[src/rtl/memory_checker_pkg.sv]
// Shared definitions for the memory checker: addressing mode, transaction
// descriptor layout and operation-type encodings.
package memory_checker_pkg;

  typedef enum logic {BYTE, WORD} addr_type_t;

  localparam int unsigned TXN_ADDR_W  = 8;
  localparam int unsigned TXN_BURST_W = 11;
  localparam int unsigned TXN_OFFS_W  = 4;

  typedef struct packed {
    logic [TXN_ADDR_W-1:0]  word_address;
    logic [TXN_BURST_W-1:0] word_burst_count;
    logic [TXN_OFFS_W-1:0]  start_offset;
    logic [TXN_OFFS_W-1:0]  end_offset;
  } transaction_type;

  localparam logic OP_WRITE = 1'b0;
  localparam logic OP_READ  = 1'b1;

endpackage

[src/rtl/amm_cmd_executor_byte_mask_gen.sv]
// Byte-enable mask for one write beat: first beat trims the low bytes below
// the start offset, last beat trims the high bytes above the end offset.
module byte_mask_gen #(
  parameter int unsigned BYTE_PER_WORD = 16,
  parameter int unsigned BYTE_ADDR_W   = $clog2(BYTE_PER_WORD)
) (
  input  logic [BYTE_ADDR_W-1:0]   i_start_offset,
  input  logic [BYTE_ADDR_W-1:0]   i_end_offset,
  input  logic                     i_first,
  input  logic                     i_last,
  output logic [BYTE_PER_WORD-1:0] o_mask
);

  always_comb begin
    o_mask = '1;
    for (int unsigned i = 0; i < BYTE_PER_WORD; i++) begin
      if (i_first && (BYTE_ADDR_W'(i) < i_start_offset)) o_mask[i] = 1'b0;
      if (i_last && (BYTE_ADDR_W'(i) > i_end_offset))    o_mask[i] = 1'b0;
    end
  end

endmodule

[src/rtl/amm_cmd_executor.sv]
// Turns accepted write/read descriptors into Avalon-MM burst commands and
// tracks outstanding read words.
module amm_cmd_executor
  import memory_checker_pkg::*;
#(
  parameter int unsigned AMM_DATA_W    = 128,
  parameter int unsigned AMM_ADDR_W    = 12,
  parameter int unsigned AMM_BURST_W   = 11,
  parameter addr_type_t  ADDR_TYPE     = BYTE,
  parameter int unsigned BYTE_PER_WORD = AMM_DATA_W / 8,
  parameter int unsigned BYTE_ADDR_W   = $clog2(BYTE_PER_WORD),
  parameter int unsigned ADDR_W        = AMM_ADDR_W - BYTE_ADDR_W,
  parameter int unsigned MAX_PENDING   = 64,
  parameter int unsigned PEND_W        = $clog2(MAX_PENDING + 1)
) (
  input  logic                     clk_i,
  input  logic                     rst_i,
  input  logic                     op_valid_i,
  input  logic                     op_type_i,
  input  logic [ADDR_W-1:0]        op_word_addr_i,
  input  logic [AMM_BURST_W-1:0]   op_burst_cnt_i,
  input  logic [BYTE_ADDR_W-1:0]   op_start_offset_i,
  input  logic [BYTE_ADDR_W-1:0]   op_end_offset_i,
  output logic                     cmd_accept_ready_o,
  input  logic [AMM_DATA_W-1:0]    data_pattern_i,
  output logic [AMM_ADDR_W-1:0]    amm_address_o,
  output logic                     amm_write_o,
  output logic                     amm_read_o,
  output logic [AMM_DATA_W-1:0]    amm_writedata_o,
  output logic [BYTE_PER_WORD-1:0] amm_byteenable_o,
  output logic [AMM_BURST_W-1:0]   amm_burstcount_o,
  input  logic                     amm_waitrequest_i,
  input  logic                     amm_readdatavalid_i,
  output logic                     busy_o,
  output logic                     unexpected_rdv_o
);

  // Limit check is widened to hold a full burst count as well as the counter.
  localparam int unsigned CMP_W = ((PEND_W > AMM_BURST_W) ? PEND_W : AMM_BURST_W) + 1;

  typedef enum logic [1:0] {IDLE_S, WRITE_S, READ_S} state_t;

  state_t                   r_state, w_state_nxt;
  logic [AMM_BURST_W-1:0]   r_beat, w_beat_nxt;
  logic [BYTE_ADDR_W-1:0]   r_start, w_start_nxt;
  logic [BYTE_ADDR_W-1:0]   r_end, w_end_nxt;
  logic [PEND_W-1:0]        r_pending, w_pending_nxt;
  logic                     r_rdy, r_busy, r_unexp;
  logic [AMM_ADDR_W-1:0]    r_address, w_addr_nxt, w_addr_fmt;
  logic                     r_write, w_write_nxt;
  logic                     r_read, w_read_nxt;
  logic [AMM_DATA_W-1:0]    r_wdata, w_wdata_nxt;
  logic [BYTE_PER_WORD-1:0] r_be, w_be_nxt, w_mask;
  logic [AMM_BURST_W-1:0]   r_bcnt, w_bcnt_nxt, w_next_beat;
  logic                     w_is_read, w_blocked, w_ready, w_accept, w_dec;
  logic                     w_first, w_mlast;
  logic [BYTE_ADDR_W-1:0]   w_mstart, w_mend;
  logic [CMP_W-1:0]         w_inc, w_pend_sum;

  always_comb begin
    w_is_read  = (op_type_i == OP_READ);
    w_blocked  = w_is_read &&
                 ((CMP_W'(r_pending) + CMP_W'(op_burst_cnt_i)) > CMP_W'(MAX_PENDING));
    w_ready    = r_rdy && !w_blocked;
    w_accept   = op_valid_i && w_ready;
    w_addr_fmt = (ADDR_TYPE == BYTE) ? {op_word_addr_i, {BYTE_ADDR_W{1'b0}}}
                                     : AMM_ADDR_W'(op_word_addr_i);
    // One mask generator serves both beat 0 (from the descriptor) and later beats.
    w_next_beat = r_beat + AMM_BURST_W'(1);
    w_first     = (r_state == IDLE_S);
    w_mstart    = w_first ? op_start_offset_i : r_start;
    w_mend      = w_first ? op_end_offset_i : r_end;
    w_mlast     = w_first ? (op_burst_cnt_i == AMM_BURST_W'(1))
                          : (w_next_beat == r_bcnt - AMM_BURST_W'(1));
  end

  byte_mask_gen #(
    .BYTE_PER_WORD (BYTE_PER_WORD),
    .BYTE_ADDR_W   (BYTE_ADDR_W)
  ) u_mask (
    .i_start_offset (w_mstart),
    .i_end_offset   (w_mend),
    .i_first        (w_first),
    .i_last         (w_mlast),
    .o_mask         (w_mask)
  );

  always_comb begin
    w_state_nxt = r_state;
    w_beat_nxt  = r_beat;
    w_start_nxt = r_start;
    w_end_nxt   = r_end;
    w_addr_nxt  = r_address;
    w_write_nxt = r_write;
    w_read_nxt  = r_read;
    w_wdata_nxt = r_wdata;
    w_be_nxt    = r_be;
    w_bcnt_nxt  = r_bcnt;
    unique case (r_state)
      IDLE_S: begin
        if (w_accept) begin
          w_start_nxt = op_start_offset_i;
          w_end_nxt   = op_end_offset_i;
          w_addr_nxt  = w_addr_fmt;
          w_bcnt_nxt  = op_burst_cnt_i;
          w_wdata_nxt = data_pattern_i;
          w_beat_nxt  = '0;
          if (w_is_read) begin
            w_state_nxt = READ_S;
            w_read_nxt  = 1'b1;
            w_be_nxt    = '1;
          end else begin
            w_state_nxt = WRITE_S;
            w_write_nxt = 1'b1;
            w_be_nxt    = w_mask;
          end
        end
      end
      WRITE_S: begin
        if (!amm_waitrequest_i) begin
          if (r_beat == r_bcnt - AMM_BURST_W'(1)) begin
            w_state_nxt = IDLE_S;
            w_write_nxt = 1'b0;
          end else begin
            w_beat_nxt = w_next_beat;
            w_be_nxt   = w_mask;
          end
        end
      end
      READ_S: begin
        if (!amm_waitrequest_i) begin
          w_state_nxt = IDLE_S;
          w_read_nxt  = 1'b0;
        end
      end
      default: w_state_nxt = IDLE_S;
    endcase
  end

  always_comb begin
    w_inc         = (w_accept && w_is_read) ? CMP_W'(op_burst_cnt_i) : '0;
    w_dec         = amm_readdatavalid_i && (r_pending != '0);
    w_pend_sum    = CMP_W'(r_pending) + w_inc - CMP_W'(w_dec);
    w_pending_nxt = PEND_W'(w_pend_sum);
  end

  always_ff @(posedge clk_i) begin
    if (!rst_i) begin
      r_state   <= IDLE_S;
      r_beat    <= '0;
      r_start   <= '0;
      r_end     <= '0;
      r_pending <= '0;
      r_rdy     <= 1'b0;
      r_busy    <= 1'b0;
      r_unexp   <= 1'b0;
      r_address <= '0;
      r_write   <= 1'b0;
      r_read    <= 1'b0;
      r_wdata   <= '0;
      r_be      <= '0;
      r_bcnt    <= '0;
    end else begin
      r_state   <= w_state_nxt;
      r_beat    <= w_beat_nxt;
      r_start   <= w_start_nxt;
      r_end     <= w_end_nxt;
      r_pending <= w_pending_nxt;
      r_rdy     <= (w_state_nxt == IDLE_S);
      r_busy    <= (w_state_nxt != IDLE_S) || (w_pending_nxt != '0);
      r_unexp   <= r_unexp || (amm_readdatavalid_i && (r_pending == '0));
      r_address <= w_addr_nxt;
      r_write   <= w_write_nxt;
      r_read    <= w_read_nxt;
      r_wdata   <= w_wdata_nxt;
      r_be      <= w_be_nxt;
      r_bcnt    <= w_bcnt_nxt;
    end
  end

  assign cmd_accept_ready_o = w_ready;
  assign amm_address_o      = r_address;
  assign amm_write_o        = r_write;
  assign amm_read_o         = r_read;
  assign amm_writedata_o    = r_wdata;
  assign amm_byteenable_o   = r_be;
  assign amm_burstcount_o   = r_bcnt;
  assign busy_o             = r_busy;
  assign unexpected_rdv_o   = r_unexp;

endmodule

[config.mk]
export PLATFORM = sky130hd
export DESIGN_NAME = amm_cmd_executor
export DESIGN_NICKNAME = d
export VERILOG_FILES = /design/src/rtl/memory_checker_pkg.sv /design/src/rtl/amm_cmd_executor_byte_mask_gen.sv /design/src/rtl/amm_cmd_executor.sv
export SDC_FILE = /design/constraint.sdc
export NUM_CORES = 1
export LEC_CHECK = 0
export ABC_AREA = 1
export CORE_MARGIN = 10
export CORE_UTILIZATION = 45
export DETAILED_ROUTE_END_ITERATION = 7
export PLACE_DENSITY = 0.81
export SLEW_MARGIN = 30
export SYNTH_ARGS = -nofsm -noshare
export SYNTH_HDL_FRONTEND = slang
export SYNTH_SLANG_ARGS = --single-unit
[constraint.sdc]
create_clock -name clk_i -period 5.95 [get_ports clk_i]
set_clock_uncertainty 0.2 [all_clocks]
set_input_delay 1.19 -clock clk_i [delete_from_list [all_inputs] [get_ports clk_i]]
set_output_delay 1.19 -clock clk_i [all_outputs]
set_load 0.01 [all_outputs]
== Word level (Yosys, flattened, before mapping) ==
Index checks and enable logic that the tools add are counted.

* Output and inout port bits: 172
* Logic and storage cells: 177
* RAM bits: 0
* Memory bits (read-only): 0
* Memories kept: 0
* Input port bits: 161
* Register bits: 196
* Bits in latches: 0

* Mux-type cells: 60
* $add $sub $neg: 5
* Equal/unequal tests: 12
* Reductions and logical operators: 53
* Div/mod/pow operators: 0
* Bitwise logic cells: 0
* Order comparisons: 33
* Multipliers: 0
* Shift operators: 0

{| class="wikitable"
|+ Operators by type and width
! cell !! count
|-
| $mux 16 || 4
|-
| $mux 1 || 40
|-
| $logic_and 1x1->1 || 38
|-
| $mux 11 || 3
|-
| $gt 4x4->1 const A || 8
|-
| $lt 4x4->1 const A || 8
|-
| $pmux 16 s2 || 1
|-
| $eq 11x11->1 || 2
|-
| $pmux 11 s2 || 1
|-
| $gt 3x4->1 const A || 4
|-
| $lt 3x4->1 const A || 4
|-
| $ne 2x2->1 const B || 7
|-
| $reduce_bool 7->1 || 2
|-
| $add 7x11->12 || 1
|-
| $gt 12x7->1 const B || 1
|-
| $add 11x1->11 const B || 1
|-
| $eq 11x1->1 const B || 1
|-
| $sub 11x1->11 const B || 1
|-
| $mux 2 || 5
|-
| $gt 1x4->1 const A || 2
|-
| $gt 2x4->1 const A || 2
|-
| $lt 1x4->1 const A || 2
|-
| $lt 2x4->1 const A || 2
|-
| $mux 4 || 2
|-
| 15 further kinds || 21
|}

== Depth between registers and ports, before layout ==
Gate-level depths: netlist of run 1.

* Word-level depth: 12
* Depth in mapped cells: 28
* Gate-level depth less buffers: 28

== Modules after synthesis ==
Synthesis of run 1 repeated with hierarchy kept, for this count alone.

* Cells, all modules: 1338
* Area total of the unflattened synthesis: 9444.1 um^2

{| class="wikitable"
|+ Modules (own cells, without submodules)
! module !! cells an instance !! area each (um^2) !! sequential area each (um^2) !! instances
|-
| amm_cmd_executor || 1260 || 9102.5 || 3923.8 || 1
|-
| byte_mask_gen || 78 || 341.6 || 0.0 || 1
|}

== Worst setup path after synthesis of run 1 ==
No wires, ideal clock.

* Kind: input to register
* From: input port op_burst_cnt_i[0]
* To: register r_busy, in the netlist busy_o
* Required time: 5.636 ns
* Buffers on the path: 0
* Setup slack: 1.122 ns
* Stages on the path: 27
* Data arrival time: 4.514 ns
* Library setup time: 0.114 ns
* Cells stage by stage: ha_1 -> fa_1 -> nor2_1 -> nand2_1 -> nor2_1 -> nand3_1 -> nor2_1 -> nand2_1 -> nand2_1 -> nand3_1 -> nand2_2 -> nand4_1 -> inv_1 -> nand2_1 -> ha_1 -> inv_1 -> ha_1 -> inv_1 -> fa_1 -> o21ai_0 -> nand2_1 -> nand2_1 -> a21oi_1 -> xnor2_1 -> o21bai_1 -> nand3_1 -> nand2_1

* Cells in the longest elaborated chain, start to end: 12
* Elaborated cells between the ends (all ways): 15
* Those cells by class: 3 x add/sub; 1 x order compare; 3 x mux; 8 x reduce/logical

{| class="wikitable"
|+ RTL lines
! element !! RTL line !! text
|-
| from (decl) || amm_cmd_executor.sv:21 || <nowiki>input logic [AMM_BURST_W-1:0] op_burst_cnt_i,</nowiki>
|-
| $add 7x11->12 || amm_cmd_executor.sv:63 || <nowiki>((CMP_W'(r_pending) + CMP_W'(op_burst_cnt_i)) > CMP_W'(MAX_PENDING));</nowiki>
|-
| $gt 12x7->1 || amm_cmd_executor.sv:63 ||
|-
| $logic_and 1x1->1 || amm_cmd_executor.sv:62 || <nowiki>w_blocked = w_is_read &&</nowiki>
|-
| $logic_not 1->1 || amm_cmd_executor.sv:64 || <nowiki>w_ready = r_rdy && !w_blocked;</nowiki>
|-
| $logic_and 1x1->1 || amm_cmd_executor.sv:64 ||
|-
| $logic_and 1x1->1 || amm_cmd_executor.sv:65 || <nowiki>w_accept = op_valid_i && w_ready;</nowiki>
|-
| $logic_and 1x1->1 || amm_cmd_executor.sv:141 || <nowiki>w_inc = (w_accept && w_is_read) ? CMP_W'(op_burst_cnt_i) : '0;</nowiki>
|-
| $mux 7 || amm_cmd_executor.sv:141 ||
|-
| $add 7x7->7 || amm_cmd_executor.sv:143 || <nowiki>w_pend_sum = CMP_W'(r_pending) + w_inc - CMP_W'(w_dec);</nowiki>
|-
| $sub 7x1->7 || amm_cmd_executor.sv:143 ||
|-
| $reduce_bool 7->1 || amm_cmd_executor.sv:170 || <nowiki>r_busy <= (w_state_nxt != IDLE_S) || (w_pending_nxt != '0);</nowiki>
|-
| $logic_or 1x1->1 * || amm_cmd_executor.sv:170 ||
|-
| to (signal assigned) || amm_cmd_executor.sv:170 ||
|-
| to (decl) || amm_cmd_executor.sv:48 || <nowiki>logic r_rdy, r_busy, r_unexp;</nowiki>
|}

Every way passes the cells marked *; elsewhere a longest branch is shown, timed or not.
A chain may end at the register's enable or synchronous reset.

== Final worst setup path of run 1 ==
* From: input port op_burst_cnt_i[0]
* To: output port cmd_accept_ready_o

* Cells in the longest elaborated chain, start to end: 5

{| class="wikitable"
|+ RTL lines
! element !! RTL line !! text
|-
| $add 7x11->12 || amm_cmd_executor.sv:63 ||
|-
| $gt 12x7->1 || amm_cmd_executor.sv:63 ||
|-
| $logic_and 1x1->1 || amm_cmd_executor.sv:62 ||
|-
| $logic_not 1->1 || amm_cmd_executor.sv:64 ||
|-
| $logic_and 1x1->1 || amm_cmd_executor.sv:64 ||
|-
| to (decl) || amm_cmd_executor.sv:24 || <nowiki>output logic cmd_accept_ready_o,</nowiki>
|}

Every way passes these cells.

==> results by stage, run 1 <==
Floorplan:
- The core region is 0.0202 mm².
- The initial utilization of the core area, before any placement, comes to 0.455.
- Measured along the x axis, the die boundary spans 163 µm.
- The floorplan row count is 52.
- In this run the count of I/O pins placed on the die edge is 333.
- The floorplan step defined a die boundary enclosing 0.0265 mm².
- In this run the vertical extent of the chip is 163 µm.

STA:
- Setup repair after global routing left no endpoint under its margin.
- In the post-route analysis, the smallest setup slack over all paths is 0.500 ns.
- Dividing the final minimum period by the clock period gives 0.916.
- In this run the tightest slew margin relative to its limit is 0.432.
- The count of pins over their slew limit came to 0.
- Setup violations remaining at the end of the flow were counted as 0.
- At the pin with the least slew margin, the transition time is 0.852 ns.
- Based on the critical path, the design can be clocked at up to 184 MHz.
- In the final timing run, aggregate negative setup slack is 0 ns.
- The routed design could run at a clock period as short as 5.45 ns.
- The count of endpoints failing hold in the final timing report is 0.

Clock tree:
- The number of setup buffers added after CTS is 0.
- TritonCTS built the clock tree.
- The post-CTS resize count is 0.
- CTS built an H-tree with a depth of 4.
- In this run the deepest clock path goes through 2 buffers.
- The hold buffer count at CTS is 0.
- The cell chosen for the clock root is sky130_fd_sc_hd__clkbuf_16.
- Clock tree synthesis found a total of 196 sinks.
- TritonCTS created 17 clock buffers.
- The source-to-sink clock delay at the later pin of the worst-skew pair is 0.43 ns.
- Clock-pin slew was measured on the worst setup and hold paths at 0.08 ns.

Logic synthesis:
- By area the synthesized netlist is led by sky130_fd_sc_hd__dfxtp_1 (43%), sky130_fd_sc_hd__nand2_1 (19%), sky130_fd_sc_hd__a21oi_1 (11%).
- During synthesis, Yosys emitted a total of 0 warnings.
- The number of enable-type register cells in the synthesized netlist is 0.
- The distinct cell type count of the synthesized netlist is 39.
- Among all flip-flop cells after synthesis, the most frequent one is sky130_fd_sc_hd__dfxtp_1.
- In the post-synthesis netlist, the cell with the most instances is sky130_fd_sc_hd__nand2_1.
- Dividing the synthesized area by the synthesized cell count gives 6.85 µm².
- The number of cells produced by synthesis is 1,340.
- The area share of the largest cell type after synthesis is 0.427.
- In this run, synthesis produced a sequential element count of 196.
- The mapped cell area is 0.00918 mm².
- In the synthesized netlist the async set-or-reset flop fraction comes to 0.
- Ranked by instance count, the synthesized netlist is headed by sky130_fd_sc_hd__nand2_1 (460), sky130_fd_sc_hd__a21oi_1 (198), sky130_fd_sc_hd__dfxtp_1 (196).
- sky130_fd_sc_hd__dfxtp_1 takes more of the synthesized area than any other cell.
- The share of synthesized area occupied by flip-flops and latches is 0.427.

Route:
- The number of DRC markers after the initial detailed-route iteration is 760.
- Once detail routing completed, the nets flagged for antenna violations numbered 0.
- The per-cell routed wire length is 17.6 µm.
- Summed over all layers, the routed wires come to 33,700 µm.
- The routed via count is 9,762.
- The via-per-instance ratio is 5.09.
- After detailed routing, the number of remaining DRC violations is 0.
- For this run, the detailed router's first-pass iteration total came to 5.

GRT:
- The total global routing track utilization is 0.242.
- The wire length of the first global-routing pass is 51,400 µm.
- The final global-route overflow total is 0.
- The via count of the first global-routing pass is 9,392.
- The number of antenna violations at the first check in global routing is 3.
- The largest net degree at the start of global routing is 167.

Place:
- The pre-CTS worst setup slack is 0.158 ns.
- The count of buffers added on input and output ports is 328.
- The global placer's final weighted congestion is 0.927.
- The wire-length estimate of the detail-placed layout is 25,200 µm.

Layout:
- The number of nets in the finished design is 1,815.
- Fill cells in the final layout number 1,733.
- Once layout is complete, the utilization of the core stands at 0.655.
- Relative to the synthesized area, the layout overhead comes to 43.9%.
- Of the cells placed in the final design, the portion with a size suffix greater than 1 is 0.0371.

Status:
- The run finished with clean final reports.

Pwr:
- In this run the static leakage power is 5.21 nW.
- Across the VDD grid, the largest voltage drop is 0.000223 V.
- In this run the power density over the cells is 286 mW/mm².
- Overall power consumption after layout is estimated at 0.00377 W.

Critical path:
- The kind of start point of the critical path is an input port.
- The biggest fanout along the worst timing path is 5.
- The kind of end point of the critical path is a primary output.
- For the worst setup path, the data arrival time is 4.06 ns.
- At the worst endpoint, the required time is 4.56 ns.
- The class of the most critical setup path is in2out.

Min path:
- In this run the worst hold path is classified as reg2reg.

Job:
- The total of max-cap violations is 0.
-- metrics by stage --
stage                     cells  cell area (µm²)  hold slack (ns)
after global placement     1882            12600            0.238
after floorplan            1343             9190            0.225
after detailed placement   1882            12600            0.243
after CTS                  1914            13200            0.256
final                      1917            13200            0.258
after global routing       1917            13200            0.282
-- where the power goes --
part / switching, W / total (W) / internal (W)
Clock: 0.000587 / 0.00121 / 0.000620
Combinational: 0.000616 / 0.00110 / 0.000480
Sequential: 0.0000683 / 0.00147 / 0.00140
Total: 0.00127 / 0.00377 / 0.00250
-- cell families after synthesis --
| logic type | synth area share |
|---|---|
| simple gates | 0.291 |
| compound gates | 0.142 |
| flops | 0.427 |
| buf+inv | 0.0849 |
| fa+ha+maj | 0.0330 |
| xor+xnor | 0.0215 |
| other cells | 0.000408 |
-- cells in the final DEF, fill, tap and decap left out, types with 7 or more instances in the layout --
cell	n
sky130_fd_sc_hd__xor2_1	12
sky130_fd_sc_hd__a21oi_1	198
sky130_fd_sc_hd__nand4_1	19
sky130_fd_sc_hd__nor2_1	98
sky130_fd_sc_hd__nand3_1	58
sky130_fd_sc_hd__dfxtp_1	196
sky130_fd_sc_hd__clkbuf_16	17
sky130_fd_sc_hd__nor3_1	7
sky130_fd_sc_hd__o21ai_0	50
sky130_fd_sc_hd__clkdlybuf4s50_1	328
sky130_fd_sc_hd__ha_1	21
sky130_fd_sc_hd__nand2_1	460
sky130_fd_sc_hd__inv_1	107
sky130_fd_sc_hd__xnor2_1	8
sky130_fd_sc_hd__buf_4	10
-- critical path, stage by stage --
cell and delay, ns:
sky130_fd_sc_hd__clkdlybuf4s50_1 0.49, sky130_fd_sc_hd__ha_1 0.26, sky130_fd_sc_hd__fa_1 0.40, sky130_fd_sc_hd__nand3_1 0.15
sky130_fd_sc_hd__nor2_1 0.08, sky130_fd_sc_hd__nor2_1 0.08, sky130_fd_sc_hd__nand2_1 0.07, sky130_fd_sc_hd__nand3_1 0.07
sky130_fd_sc_hd__nand3_1 0.07, sky130_fd_sc_hd__nor2_1 0.10, sky130_fd_sc_hd__nand3_1 0.13, sky130_fd_sc_hd__a21boi_0 0.35
sky130_fd_sc_hd__clkdlybuf4s50_1 0.62
-- final cells by class --
class / count / area (µm²) / area share
inverter: 111 / 422 / 0.0319
antenna: 3 / 7.51 / 0.000568
clock buffer: 18 / 439 / 0.0332
clock inverter: 14 / 189 / 0.0143
timing repair buffer: 340 / 3400 / 0.257
sequential: 196 / 3920 / 0.297
multi-input combinational: 965 / 4490 / 0.340
tap: 270 / 338 / 0.0256
-- final timing paths --
kind	start	to	slack, ns	cells after the start
setup reg to reg	r_pending[0]	busy_o	1.47	27
hold / removal	r_start[0]	r_start[0]	0.26	2
setup / recovery	op_burst_cnt_i[0]	cmd_accept_ready_o	0.50	13
hold reg to reg	r_start[0]	r_start[0]	0.26	2
-- state kept, by name, indices dropped and copies added (netlist names) --
signal and cells:
r_beat 11, r_pending 7, r_end 4, amm_byteenable_o 16, r_start 4, unexpected_rdv_o 1
amm_write_o 1, r_state 2, busy_o 1, r_rdy 1, amm_address_o 8, amm_read_o 1
amm_burstcount_o 11, amm_writedata_o 128
-- layer usage --
metal	global-route usage	wire length, µm
met4	0.0762	813
met3	0.104	3830
met5	0	0
met2	0.402	16200
met1	0.275	12800
No activity file was read; power rests on OpenSTA's default activity.
==> inputs of run 2 (changes only) <==
Settings changed: TNS_END_PERCENT set to 5.
==> results of run 2 <==
The final DEF is identical to that of run 1; final timing and power are the same.
==> variant 1, RTL diff (flow settings as in run 1) <==
Register the inputs `op_start_offset_i` and `op_end_offset_i` before use, with the module's reset. The logic sees them one clock later. The other inputs are not delayed to match.
--- a/src/rtl/amm_cmd_executor.sv
+++ b/src/rtl/amm_cmd_executor.sv
@@ -40,6 +40,19 @@
 
   typedef enum logic [1:0] {IDLE_S, WRITE_S, READ_S} state_t;
 
+  logic [BYTE_ADDR_W-1:0] op_start_offset_q;
+  logic [BYTE_ADDR_W-1:0] op_end_offset_q;
+
+  always_ff @(posedge clk_i) begin
+    if (!rst_i) begin
+      op_start_offset_q <= '0;
+      op_end_offset_q   <= '0;
+    end else begin
+      op_start_offset_q <= op_start_offset_i;
+      op_end_offset_q   <= op_end_offset_i;
+    end
+  end
+
   state_t                   r_state, w_state_nxt;
   logic [AMM_BURST_W-1:0]   r_beat, w_beat_nxt;
   logic [BYTE_ADDR_W-1:0]   r_start, w_start_nxt;
@@ -68,8 +81,8 @@
     // One mask generator serves both beat 0 (from the descriptor) and later beats.
     w_next_beat = r_beat + AMM_BURST_W'(1);
     w_first     = (r_state == IDLE_S);
-    w_mstart    = w_first ? op_start_offset_i : r_start;
-    w_mend      = w_first ? op_end_offset_i : r_end;
+    w_mstart    = w_first ? op_start_offset_q : r_start;
+    w_mend      = w_first ? op_end_offset_q : r_end;
     w_mlast     = w_first ? (op_burst_cnt_i == AMM_BURST_W'(1))
                           : (w_next_beat == r_bcnt - AMM_BURST_W'(1));
   end
@@ -99,8 +112,8 @@
     unique case (r_state)
       IDLE_S: begin
         if (w_accept) begin
-          w_start_nxt = op_start_offset_i;
-          w_end_nxt   = op_end_offset_i;
+          w_start_nxt = op_start_offset_q;
+          w_end_nxt   = op_end_offset_q;
           w_addr_nxt  = w_addr_fmt;
           w_bcnt_nxt  = op_burst_cnt_i;
           w_wdata_nxt = data_pattern_i;
Check against the original RTL: not equivalent (Yosys sat finds a counterexample within 4 cycles, from zero or initial values and one cycle with rst_i low).
==> variant 1 against run 1 <==
Area after synthesis grew 2.5%; first-iteration DRC count grew 6.2%; power grew 17%; non-clock buffer count shrank 1; sequential cell count grew 8; final area grew 3.5%; wire length shrank 0.11%; via count shrank 0.41%; worst setup slack gained 17 ps; global-route usage shrank 0.65 points; register-to-register slack lost 110 ps.
==> variant 1: results (changes against run 1) <==
| Metric | Value |
|---|---|
| Biggest fanout along the worst timing path | `4 (-1)` |
| Leak Pwr | `5.50 nW (+5.6%)` |
| Share of layout cells above drive strength 1 | `3.82% (+0.11 points)` |
| Capture endpoint of the worst hold path | `amm_write_o$_SDFFE_PN0P_` |
| Gr usage total | `23.5% (-0.65 points)` |
| Synth unique cells | `40 (+2.6%)` |
| Post-detailed-route via-to-cell ratio | `5.00 (-1.8%)` |
| Clock transition at the register clock pins on the worst setup and hold paths after CTS | `60 ps (-20 ps)` |
| Highest cell delay on the worst timing path | `560 ps (-60 ps)` |
| Worst EP arrival | `4040 ps (-20 ps)` |
| Number of buffers between clock root and the deepest sink | `3 (+1)` |
| Clock insertion delay at the later pin of the skew report | `510 ps (+80 ps)` |
| FF-to-FF path depth | `26 (-3.7%)` |
| Headroom to the max-slew limit | `36.0% (-7.2 points)` |
| Detailed placement HPWL | `25400 um (+0.82%)` |
| Setup slack of the most critical reg-to-reg path | `1360 ps (-110 ps)` |
| Setup bufs post-CTS | `0 (unchanged)` |
| Antenna violations before repair | `0 (-3)` |
| Placed instance count | `1900 (+0.96%)` |
| Max IR drop VDD | `0.231 mV (+3.7%)` |
| Area share of fa/ha/maj cells after synthesis | `3.22% (-0.080 points)` |
| Result of the run | `complete, no violations` |
| Pins over their slew limit | `0 (unchanged)` |
| Proportion of synthesized area in mux cells | `0.106% (+0.11 points)` |
| Per-cell routed wire length | `17.3 um (-1.5%)` |
| Nets@finish | `1840 (+1.4%)` |
| Power Density | `322 nW/um2 (+13%)` |
| Number of antenna cells inserted | `0 (-3)` |
| XOR/XNOR Fraction of Synth Area | `2.38% (+0.23 points)` |
| Maximum level of the CTS H-tree | `1 (-3)` |
| Number of filler instances in the final layout | `1693 (-2.3%)` |
| Final weighted congestion of routability-driven global placement | `0.957 (+3.2%)` |
| Hold path depth | `2 (unchanged)` |
| Leading cell types by count after synthesis | `452 x sky130_fd_sc_hd__nand2_1, 204 x sky130_fd_sc_hd__dfxtp_1, 186 x sky130_fd_sc_hd__a21oi_1` |
| Seq/Total Area, Yosys | `43.4% (+0.67 points)` |
| Compound-gate portion of the synthesized area | `13.8% (-0.36 points)` |
| Wire length of the first global-routing pass | `51200 um (-0.36%)` |
| Area of placed instances | `12800 um2 (+1.6%)` |
| Start point of the worst min-delay path | `amm_write_o$_SDFFE_PN0P_` |
| Hold slack final | `254 ps (-3.98 ps)` |
| Number of buffers created by CTS | `24 (+7)` |
| Number of global-route vias before repair | `9289 (-1.1%)` |
==> variant 1: area by class of cell <==
cell class	count	area share, %
Sequential cell	204	29.9
Clock inverter	15	1.76
Clock buffer	29	4.83
Timing Repair Buffer	339	24.7
Inverter	120	3.33
Multi-Input combinational cell	967	33.0
Tap cell	270	2.47
==> variant 1: layer usage <==
layer	part of all wire [%]	GRT usage (%)	vias to the layer above
met1	37	26.0	4441
met4	2.5	5.88	0
met2	50	41.4	316
li1	-	-	4913
met5	0	0	-
met3	10	9.29	52
==> variant 1: how the worst max path moves through the flow <==
stage,end,slack (ps),cells after the start
finish,cmd_accept_ready_o,520,14
global route,busy_o$_SDFF_PN0_,300,27
CTS,cmd_accept_ready_o,510,14
detailed placement,busy_o$_SDFF_PN0_,120,27
global placement,busy_o$_SDFF_PN0_,280,27
floorplan,busy_o$_SDFF_PN0_,940,26
==> variant 1: power breakdown <==
group,internal (mW),switching [mW]
clock network,1.05,0.592
registers,1.47,0.0793
logic,0.530,0.681
total,3.05,1.35
==> variant 2, RTL diff (settings of run 1) <==
Made on the original files. Change the parameter `AMM_ADDR_W` from 12 to 10.
--- a/src/rtl/amm_cmd_executor.sv
+++ b/src/rtl/amm_cmd_executor.sv
@@ -4,7 +4,7 @@
   import memory_checker_pkg::*;
 #(
   parameter int unsigned AMM_DATA_W    = 128,
-  parameter int unsigned AMM_ADDR_W    = 12,
+  parameter int unsigned AMM_ADDR_W    = 10,
   parameter int unsigned AMM_BURST_W   = 11,
   parameter addr_type_t  ADDR_TYPE     = BYTE,
   parameter int unsigned BYTE_PER_WORD = AMM_DATA_W / 8,
Interface: changed (resized amm_address_o and op_word_addr_i); port bits go from 333 to 329. No check against the original RTL was run, so the function may have changed too.
==> variant 2 against run 1 <==
Worst setup slack better by 59 ps; non-clock buffer count is 3 lower; sequential share of layout area is 0.77 points lower; sequential cell count is 2 lower; power is 1.4% higher; core utilization is 1.2 points lower; die area is 3.0% higher; wire length is 3.4% higher; area after synthesis is 3.4% higher; synthesized cell count is 1.1% higher; final area is 1.6% higher; first-iteration DRC count is 17% higher; largest power group unchanged.
==> variant 2: results (changes against run 1) <==
| Metric | Value |
|---|---|
| Max IR drop VDD | `0.208 mV (-6.8%)` |
| Number of global-route vias before repair | `9837 (+4.7%)` |
| Top cells by area, synth | `sky130_fd_sc_hd__dfxtp_1 41%, sky130_fd_sc_hd__nand2_1 12%, sky130_fd_sc_hd__a21oi_1 10%` |
| Buffer type at the clock tree root | `sky130_fd_sc_hd__clkbuf_16` |
| Number of gates resized after cts | `0 (unchanged)` |
| Post-synthesis average cell area | `7.01 um2 (+2.3%)` |
| Max reg flops | `128 (unchanged)` |
| Leak Pwr | `5.25 nW (+0.87%)` |
| Area of placed instances | `12800 um2 (+1.8%)` |
| Synth unique cells | `40 (+2.6%)` |
| Class of the tightest hold or removal check | `flop to flop` |
| Biggest fanout along the worst timing path | `6 (+1)` |
| Maximum level of the CTS H-tree | `4 (unchanged)` |
| Seq/Total Area, Yosys | `40.9% (-1.8 points)` |
| Quantity of I/O buffers inserted on ports | `324 (-1.2%)` |
| Number of filler instances in the final layout | `1805 (+4.2%)` |
| Antenna violations before repair | `4 (+1)` |
| Per-cell routed wire length | `18.1 um (+2.9%)` |
| Number of buffers between clock root and the deepest sink | `2 (unchanged)` |
| Number of buffers created by CTS | `17 (unchanged)` |
| Count of routing violations after the opening detailed-route iteration | `886 (+17%)` |
| Async set-reset flop share out of synthesis | `0% (unchanged)` |
| Library cell contributing the largest single delay on the critical path | `sky130_fd_sc_hd__clkdlybuf4s50_1` |
| Highest cell delay on the worst timing path | `440 ps (-180 ps)` |
| Router iterations before antenna repair | `5 (unchanged)` |
| Wire length of the first global-routing pass | `52800 um (+2.7%)` |
| Clock insertion delay at the later pin of the skew report | `roughly 440 ps` |
| Final weighted congestion of routability-driven global placement | `0.917 (-1.2%)` |
| Detailed placement HPWL | `25800 um (+2.4%)` |
| Total vias in the final route | `10141 (+3.9%)` |
| Gr usage total | `24.4% (+0.20 points)` |
| Clock transition at the register clock pins on the worst setup and hold paths after CTS | `roughly 70 ps` |
| Share of layout cells above drive strength 1 | `5.29% (+1.6 points)` |
| Largest net degree at the start of global routing | `119 (-29%)` |
| Post-detailed-route via-to-cell ratio | `5.27 (+3.4%)` |
| Worst EP arrival | `5510 ps (+1450 ps)` |
| Delay-heaviest family, CP | `adder cells` |
| Yosys warning total | `0 (unchanged)` |
| Setup bufs post-CTS | `0 (unchanged)` |
| Result of the run | `complete, no violations` |
| Nets@finish | `1815 (unchanged)` |
| Slew at the pin closest to its max-slew limit | `967 ps (+115 ps)` |
| Leading cell types by count after synthesis | `292 x sky130_fd_sc_hd__nand2_1, 194 x sky130_fd_sc_hd__dfxtp_1, 191 x sky130_fd_sc_hd__a21oi_1` |
==> variant 2: cell types whose count changed in the layout (fill, tap and decap cells not counted), moves of 4 or more <==
cell,delta
sky130_fd_sc_hd__nand2_1,-168
sky130_fd_sc_hd__nand3_1,+121
sky130_fd_sc_hd__nor2_1,+34
sky130_fd_sc_hd__nand3_2,+16
sky130_fd_sc_hd__a21oi_1,-7
sky130_fd_sc_hd__inv_1,-5
sky130_fd_sc_hd__o21ai_0,-5
sky130_fd_sc_hd__o21ai_1,+5
sky130_fd_sc_hd__clkdlybuf4s50_1,-4
sky130_fd_sc_hd__clkinv_8,-4
sky130_fd_sc_hd__inv_2,+4
sky130_fd_sc_hd__nand2_2,+4
sky130_fd_sc_hd__xor2_1,+4
==> variant 2: worst min-delay path: cells and delay by family, from the launching register on <==
kind | cells | cell delay, ps
buffers and inverters | 1 | 60
AO/OA/AOI/OAI | 1 | 60
flip-flops | 1 | 300
==> variant 2: kinds of logic after synthesis <==
family	synth area share (%)
simple gates	31.1
compound gates	13.8
flops	40.9
buf+inv	8.93
fa+ha+maj	3.19
xor+xnor	2.03
other cells	0.0395
==> variant 2: final cells by class <==
class / instances / area, um2 / share of cell area, %
tap: 275 / 344 / 2.56
inverter: 110 / 420 / 3.13
clock buffer: 18 / 429 / 3.20
timing repair buffer: 337 / 3370 / 25.1
antenna: 5 / 12.5 / 0.0932
clock inverter: 14 / 188 / 1.40
sequential: 194 / 3880 / 28.9
multi-input combinational: 973 / 4780 / 35.6
==> variant 2: final timing paths <==
kind | startpoint | slack, ps | depth (start not counted) | endpoint
worst max-delay path | op_burst_cnt_i[0] | 560 | 29 | busy_o$_SDFF_PN0_
worst min-delay path | r_start[2]$_SDFFE_PN0P_ | 260 | 2 | r_start[2]$_SDFFE_PN0P_
worst max register to register | r_pending[0]$_SDFF_PN0_ | 1440 | 28 | busy_o$_SDFF_PN0_
worst min register to register | r_start[2]$_SDFFE_PN0P_ | 260 | 2 | r_start[2]$_SDFFE_PN0P_
==> variant 2: stage by stage <==
step | worst slack, ps | util, %
after global placement | 253 | 61.2
final | 559 | 64.3
after floorplan | 697 | -
after CTS | 567 | 64.2
after detailed placement | 125 | 61.2
after global routing | 32.3 | 64.2
==> variant 2: report_power, final <==
group | switching, mW | internal (mW)
Sequential | 0.0654 | 1.39
Combinational | 0.656 | 0.492
Clock | 0.576 | 0.646
Total | 1.30 | 2.53
==> variant 2: layer usage <==
layer | vias up | wire length, um | GRT usage, %
li1 | 5009 | - | -
met2 | 376 | 17300 | 41.0
met3 | 40 | 3670 | 10.2
met1 | 4716 | 13300 | 27.5
met5 | - | 0 | 0
met4 | 0 | 643 | 7.81
